<file path="config.mk">
export PLATFORM = sky130hd
export DESIGN_NAME = multicycle_control
export DESIGN_NICKNAME = d
export VERILOG_FILES = /design/src/rtl/mips_ctrl_pkg.sv /design/src/rtl/multicycle_control.sv
export SDC_FILE = /design/constraint.sdc
export NUM_CORES = 1
export LEC_CHECK = 0
export CORE_UTILIZATION = 30
export DETAILED_ROUTE_END_ITERATION = 8
export HOLD_SLACK_MARGIN = 0.12
export PLACE_DENSITY_LB_ADDON = 0.05
export SKIP_LAST_GASP = 1
export SYNTH_ARGS = -nofsm -noshare
export SYNTH_HDL_FRONTEND = slang
export SYNTH_SLANG_ARGS = --single-unit
</file>
<file path="constraint.sdc">
create_clock -name clk -period 2.9 [get_ports clk]
set_input_delay 0.58 -clock clk [delete_from_list [all_inputs] [get_ports clk]]
set_output_delay 0.58 -clock clk [all_outputs]
set_load 0.03 [all_outputs]
</file>
<file path="src/rtl/mips_ctrl_pkg.sv">
// Shared definitions for the multicycle MIPS control FSM: state encodings,
// opcodes and the datapath select codes driven by the controller.
package mips_ctrl_pkg;

    typedef enum logic [3:0] {
        FETCH     = 4'd0,
        DECODE    = 4'd1,
        MEM_ADDR  = 4'd2,
        MEM_RD    = 4'd3,
        MEM_WB    = 4'd4,
        MEM_WR    = 4'd5,
        R_EXEC    = 4'd6,
        R_WB      = 4'd7,
        BRANCH    = 4'd8,
        JUMP      = 4'd9,
        ADDI_EXEC = 4'd10,
        ADDI_WB   = 4'd11
    } state_t;

    localparam logic [5:0] OP_RTYPE = 6'b000000;
    localparam logic [5:0] OP_LW    = 6'b100011;
    localparam logic [5:0] OP_SW    = 6'b101011;
    localparam logic [5:0] OP_BEQ   = 6'b000100;
    localparam logic [5:0] OP_J     = 6'b000010;
    localparam logic [5:0] OP_ADDI  = 6'b001000;

    localparam logic [1:0] ALUOP_ADD   = 2'b00;
    localparam logic [1:0] ALUOP_SUB   = 2'b01;
    localparam logic [1:0] ALUOP_FUNCT = 2'b10;

    localparam logic [1:0] SRCB_REG     = 2'b00;
    localparam logic [1:0] SRCB_FOUR    = 2'b01;
    localparam logic [1:0] SRCB_IMM     = 2'b10;
    localparam logic [1:0] SRCB_IMM_SH2 = 2'b11;

    localparam logic [1:0] PCSRC_ALU    = 2'b00;
    localparam logic [1:0] PCSRC_ALUOUT = 2'b01;
    localparam logic [1:0] PCSRC_JUMP   = 2'b10;

endpackage

</file>
<file path="src/rtl/multicycle_control.sv">
// Main control FSM of the multicycle MIPS datapath: sequences each instruction,
// drives datapath selects and write enables, and counts retired instructions.
module multicycle_control
    import mips_ctrl_pkg::*;
#(
    parameter int unsigned CNT_W = 32
) (
    input  logic             clk,
    input  logic             reset,
    input  logic [5:0]       opcode,
    input  logic             mem_ready,
    output logic             pc_write,
    output logic             pc_write_cond,
    output logic             i_or_d,
    output logic             mem_read,
    output logic             mem_write,
    output logic             ir_write,
    output logic             mem_to_reg,
    output logic             reg_dst,
    output logic             reg_write,
    output logic             ALU_src_a,
    output logic [1:0]       ALU_src_b,
    output logic [1:0]       ALU_op,
    output logic [1:0]       pc_source,
    output logic             illegal_op,
    output logic [3:0]       state_dbg,
    output logic [CNT_W-1:0] instr_count
);

    state_t state, next_state;
    logic   retire;

    always_ff @(posedge clk) begin
        if (reset) begin
            state       <= FETCH;
            instr_count <= '0;
        end else begin
            state <= next_state;
            if (retire) instr_count <= instr_count + CNT_W'(1);
        end
    end

    always_comb begin
        next_state    = state;
        retire        = 1'b0;
        pc_write      = 1'b0;
        pc_write_cond = 1'b0;
        i_or_d        = 1'b0;
        mem_read      = 1'b0;
        mem_write     = 1'b0;
        ir_write      = 1'b0;
        mem_to_reg    = 1'b0;
        reg_dst       = 1'b0;
        reg_write     = 1'b0;
        ALU_src_a     = 1'b0;
        ALU_src_b     = SRCB_REG;
        ALU_op        = ALUOP_ADD;
        pc_source     = PCSRC_ALU;
        illegal_op    = 1'b0;

        case (state)
            FETCH: begin
                mem_read  = 1'b1;
                ALU_src_b = SRCB_FOUR;
                ir_write  = mem_ready;
                pc_write  = mem_ready;
                if (mem_ready) next_state = DECODE;
            end
            DECODE: begin
                ALU_src_b = SRCB_IMM_SH2;
                case (opcode)
                    OP_RTYPE:     next_state = R_EXEC;
                    OP_LW, OP_SW: next_state = MEM_ADDR;
                    OP_BEQ:       next_state = BRANCH;
                    OP_J:         next_state = JUMP;
                    OP_ADDI:      next_state = ADDI_EXEC;
                    default: begin
                        illegal_op = 1'b1;
                        next_state = FETCH;
                    end
                endcase
            end
            MEM_ADDR: begin
                ALU_src_a  = 1'b1;
                ALU_src_b  = SRCB_IMM;
                next_state = (opcode == OP_SW) ? MEM_WR : MEM_RD;
            end
            MEM_RD: begin
                mem_read = 1'b1;
                i_or_d   = 1'b1;
                if (mem_ready) next_state = MEM_WB;
            end
            MEM_WB: begin
                reg_write  = 1'b1;
                mem_to_reg = 1'b1;
                retire     = 1'b1;
                next_state = FETCH;
            end
            MEM_WR: begin
                mem_write = 1'b1;
                i_or_d    = 1'b1;
                if (mem_ready) begin
                    retire     = 1'b1;
                    next_state = FETCH;
                end
            end
            R_EXEC: begin
                ALU_src_a  = 1'b1;
                ALU_op     = ALUOP_FUNCT;
                next_state = R_WB;
            end
            R_WB: begin
                reg_write  = 1'b1;
                reg_dst    = 1'b1;
                retire     = 1'b1;
                next_state = FETCH;
            end
            BRANCH: begin
                ALU_src_a     = 1'b1;
                ALU_op        = ALUOP_SUB;
                pc_write_cond = 1'b1;
                pc_source     = PCSRC_ALUOUT;
                retire        = 1'b1;
                next_state    = FETCH;
            end
            JUMP: begin
                pc_write   = 1'b1;
                pc_source  = PCSRC_JUMP;
                retire     = 1'b1;
                next_state = FETCH;
            end
            ADDI_EXEC: begin
                ALU_src_a  = 1'b1;
                ALU_src_b  = SRCB_IMM;
                next_state = ADDI_WB;
            end
            ADDI_WB: begin
                reg_write  = 1'b1;
                retire     = 1'b1;
                next_state = FETCH;
            end
            default: next_state = FETCH;
        endcase

        // Reset must suppress every side effect in the same cycle it is seen.
        if (reset) begin
            pc_write      = 1'b0;
            pc_write_cond = 1'b0;
            ir_write      = 1'b0;
            reg_write     = 1'b0;
            mem_write     = 1'b0;
            mem_read      = 1'b0;
            illegal_op    = 1'b0;
        end
    end

    assign state_dbg = state;

endmodule

</file>
==> metrics.txt <==
Max VDD drop=0.163 mV; largest net degree at the start of global routing=23; CTS Root Cell=clkbuf_8; I/O Buffers=61; critical path class=reg -> out; remaining antenna violation count=0; Post-synth EDFFs=0; final WL=5970 um; Worst EP required=2.32 ns; Synth top cells by count=36 x dfxtp_1, 31 x nor2_1, 25 x a21oi_1; DR vias/cell=5.24; max_slew headroom=39.9%; floorplan row count=30; Core Area=6760 um2; Gate Count Post-Synth=279; post-synth cell types=42; initial antenna violation count=0; Finished Cell Area=2940 um2; net count after synthesis=289; Fillers=718; clk_lat worst skew=0.29 ns; chip width=85.4 um; worst slew pin tran=0.893 ns; Diodes inserted=0; startpoint types=flop; max frequency=0.367 GHz; run status=finished, final reports clean; CTS tree=yes; most frequent cell after synthesis=dfxtp_1; CTS Sinks=36; predominant post-synthesis flop cell=dfxtp_1; Final Cycle Share=94.1%; fin nets=352; RR Endpoint=instr_count[20]$_SDFFE_PP0P_; Die ar.=7290 um2; fin. max-slew vios=0; Hold Vio Cnt, Final=0; Mapped Avg Cell Area=7.48 um2; Area Overhead vs Synth=40.6%; PD cells=372 nW/um2; worst reg2reg path depth=6; min-delay worst type=reg -> reg; Final Skew=0.00585 ns; post-cts sizing count=0; static leakage=0.000956 uW; Reg2Reg Setup Slack=0.54 ns; top-area cell type share of the netlist area=34.5%; endpoint type of the worst setup path=output pin; Synth Register Bits=36; synthesized area=2090 um2; hold_buf cts=0; Yosys top cell by area=dfxtp_1; Post-CTS Setup Repair Bufs=0; total CTS buffers=5; register area share after synthesis=34.5%; Critical Path AT=2.15 ns; Setup Viol. Count Final=0; DR pass1 iterations=4; CP startpoint=state_dbg[0]$_SDFFE_PP0P_; CTS Buffer Depth=2; Placed Area=2810 um2; RR Startpoint=state_dbg[3]$_SDFFE_PP0P_; gr ovfl total=0; worst-path fanout max=10; First DRT Iteration DRCs=68; fraction of layout cells with a size suffix above 1=9.62%; I/O Pins=62; min Tclk post-route=2.73 ns; Synth area leaders=dfxtp_1 35%, a21oi_1 6.0%, nor2_1 5.6%, xnor2_1 4.6%, nor3_1 4.6%; MaxCap Viol Count=0; vias in the first global route=2028; htree depth=2; clock-pin slew on the worst setup and hold paths=0.08 ns; vias=2215; DIE HEIGHT=85.4 um; Placer Congestion=0.747; gr usage total=16.9%; asr flop ratio synth=0%; average routed wire per standard cell=14.1 um; RSZ-0062 raised after global routing=no; Critical Path Sink=reg_write; synth warn=0; drt drc=0; Detail Placement HPWL=4340 um; first-pass GRT wire length=9870 um; Initial Util=30.9%; Setup TNS=0 ns
[worst min-delay path by stage]
stage                                  from                      endpoint  slack (ns)  depth (start not counted)
2_1_floorplan  instr_count[17]$_SDFFE_PP0P_  instr_count[17]$_SDFFE_PP0P_        0.61                          2
3_3_place_gp   instr_count[20]$_SDFFE_PP0P_  instr_count[20]$_SDFFE_PP0P_        0.49                          2
3_5_place_dp   instr_count[17]$_SDFFE_PP0P_  instr_count[17]$_SDFFE_PP0P_        0.49                          2
4_1_cts        instr_count[17]$_SDFFE_PP0P_  instr_count[17]$_SDFFE_PP0P_        0.51                          2
5_1_grt        instr_count[30]$_SDFFE_PP0P_  instr_count[30]$_SDFFE_PP0P_        0.53                          2
6_report       instr_count[17]$_SDFFE_PP0P_  instr_count[17]$_SDFFE_PP0P_        0.50                          2
[flip-flops by register name (all words and copies together) (netlist names)]
signal       cells
instr_count     32
state_dbg        4
[per-layer routing]
metal,share of wire [%],vias up,GRT usage [%]
met5,0,-,0
met4,0.77,0,4.09
met3,3.3,4,3.79
met2,47,41,27.1
met1,49,1034,23.0
li1,-,1136,-
[worst max-delay path, cell delays in order, from the launching register on]
cell and delay [ns]:
dfxtp_1 0.50, nor2b_1 0.14, nor4b_1 0.34, a31oi_1 0.07, nor2_1 0.11, clkdlybuf4s50_1 0.69
[area by class of cell]
cell class / count / area (um2) / area share (%)
inverters: 8 / 30.0 / 1.02
repair buffers: 70 / 663 / 22.6
clock inverters: 1 / 30.0 / 1.02
well taps: 80 / 100 / 3.41
clock buffers: 7 / 96.3 / 3.28
multi-input cells: 221 / 1290 / 44.1
flip-flops and latches: 36 / 721 / 24.6
[power by group]
| part | switching, uW | internal (uW) |
|---|---|---|
| Clock | 189 | 304 |
| Combinational | 59.0 | 39.5 |
| Sequential | 4.26 | 496 |
[cell usage in the layout, fill, tap and decap left out, types with 2 or more instances in the layout]
cell,count
nor2_1,31
nand4_1,10
nand3_1,13
nand2_1,24
nor2b_1,6
o31ai_1,5
and2_1,3
and3_1,6
mux2_2,2
or4_1,4
nor4_1,6
clkbuf_8,7
nor4b_1,2
a31o_2,3
clkdlybuf4s50_1,55
and4_1,2
xor2_1,4
inv_1,8
buf_4,15
xnor2_1,11
or3_1,11
o21ai_0,12
nor3_1,19
a21oi_1,25
dfxtp_1,36
or4_4,2
nand2b_1,4
[metrics by stage]
step / cells / util, % / hold WS, ns / setup WS (ns) / power (uW)
finish: 423 / 43.4 / 0.498 / 0.172 / 1090
detailed placement: 415 / 41.6 / 0.489 / 0.107 / 610
floorplan: 279 / - / 0.610 / 0.195 / 565
global placement: 415 / 41.6 / 0.485 / 0.154 / 612
CTS: 423 / 43.4 / 0.506 / 0.187 / 1100
global route: 423 / 43.4 / 0.525 / 0.00440 / 1140
[cell families after synthesis]
group / count (synthesis) / synth area share, %
adder cells (fa/ha/maj): 1 / 0.599
flip-flops: 36 / 34.5
AO/OA/AOI/OAI: 51 / 14.3
AND/OR/NAND/NOR: 151 / 38.6
XOR/XNOR: 15 / 6.29
multiplexers: 3 / 1.56
buffers and inverters: 22 / 4.14
(Power assumes the default switching activity.)
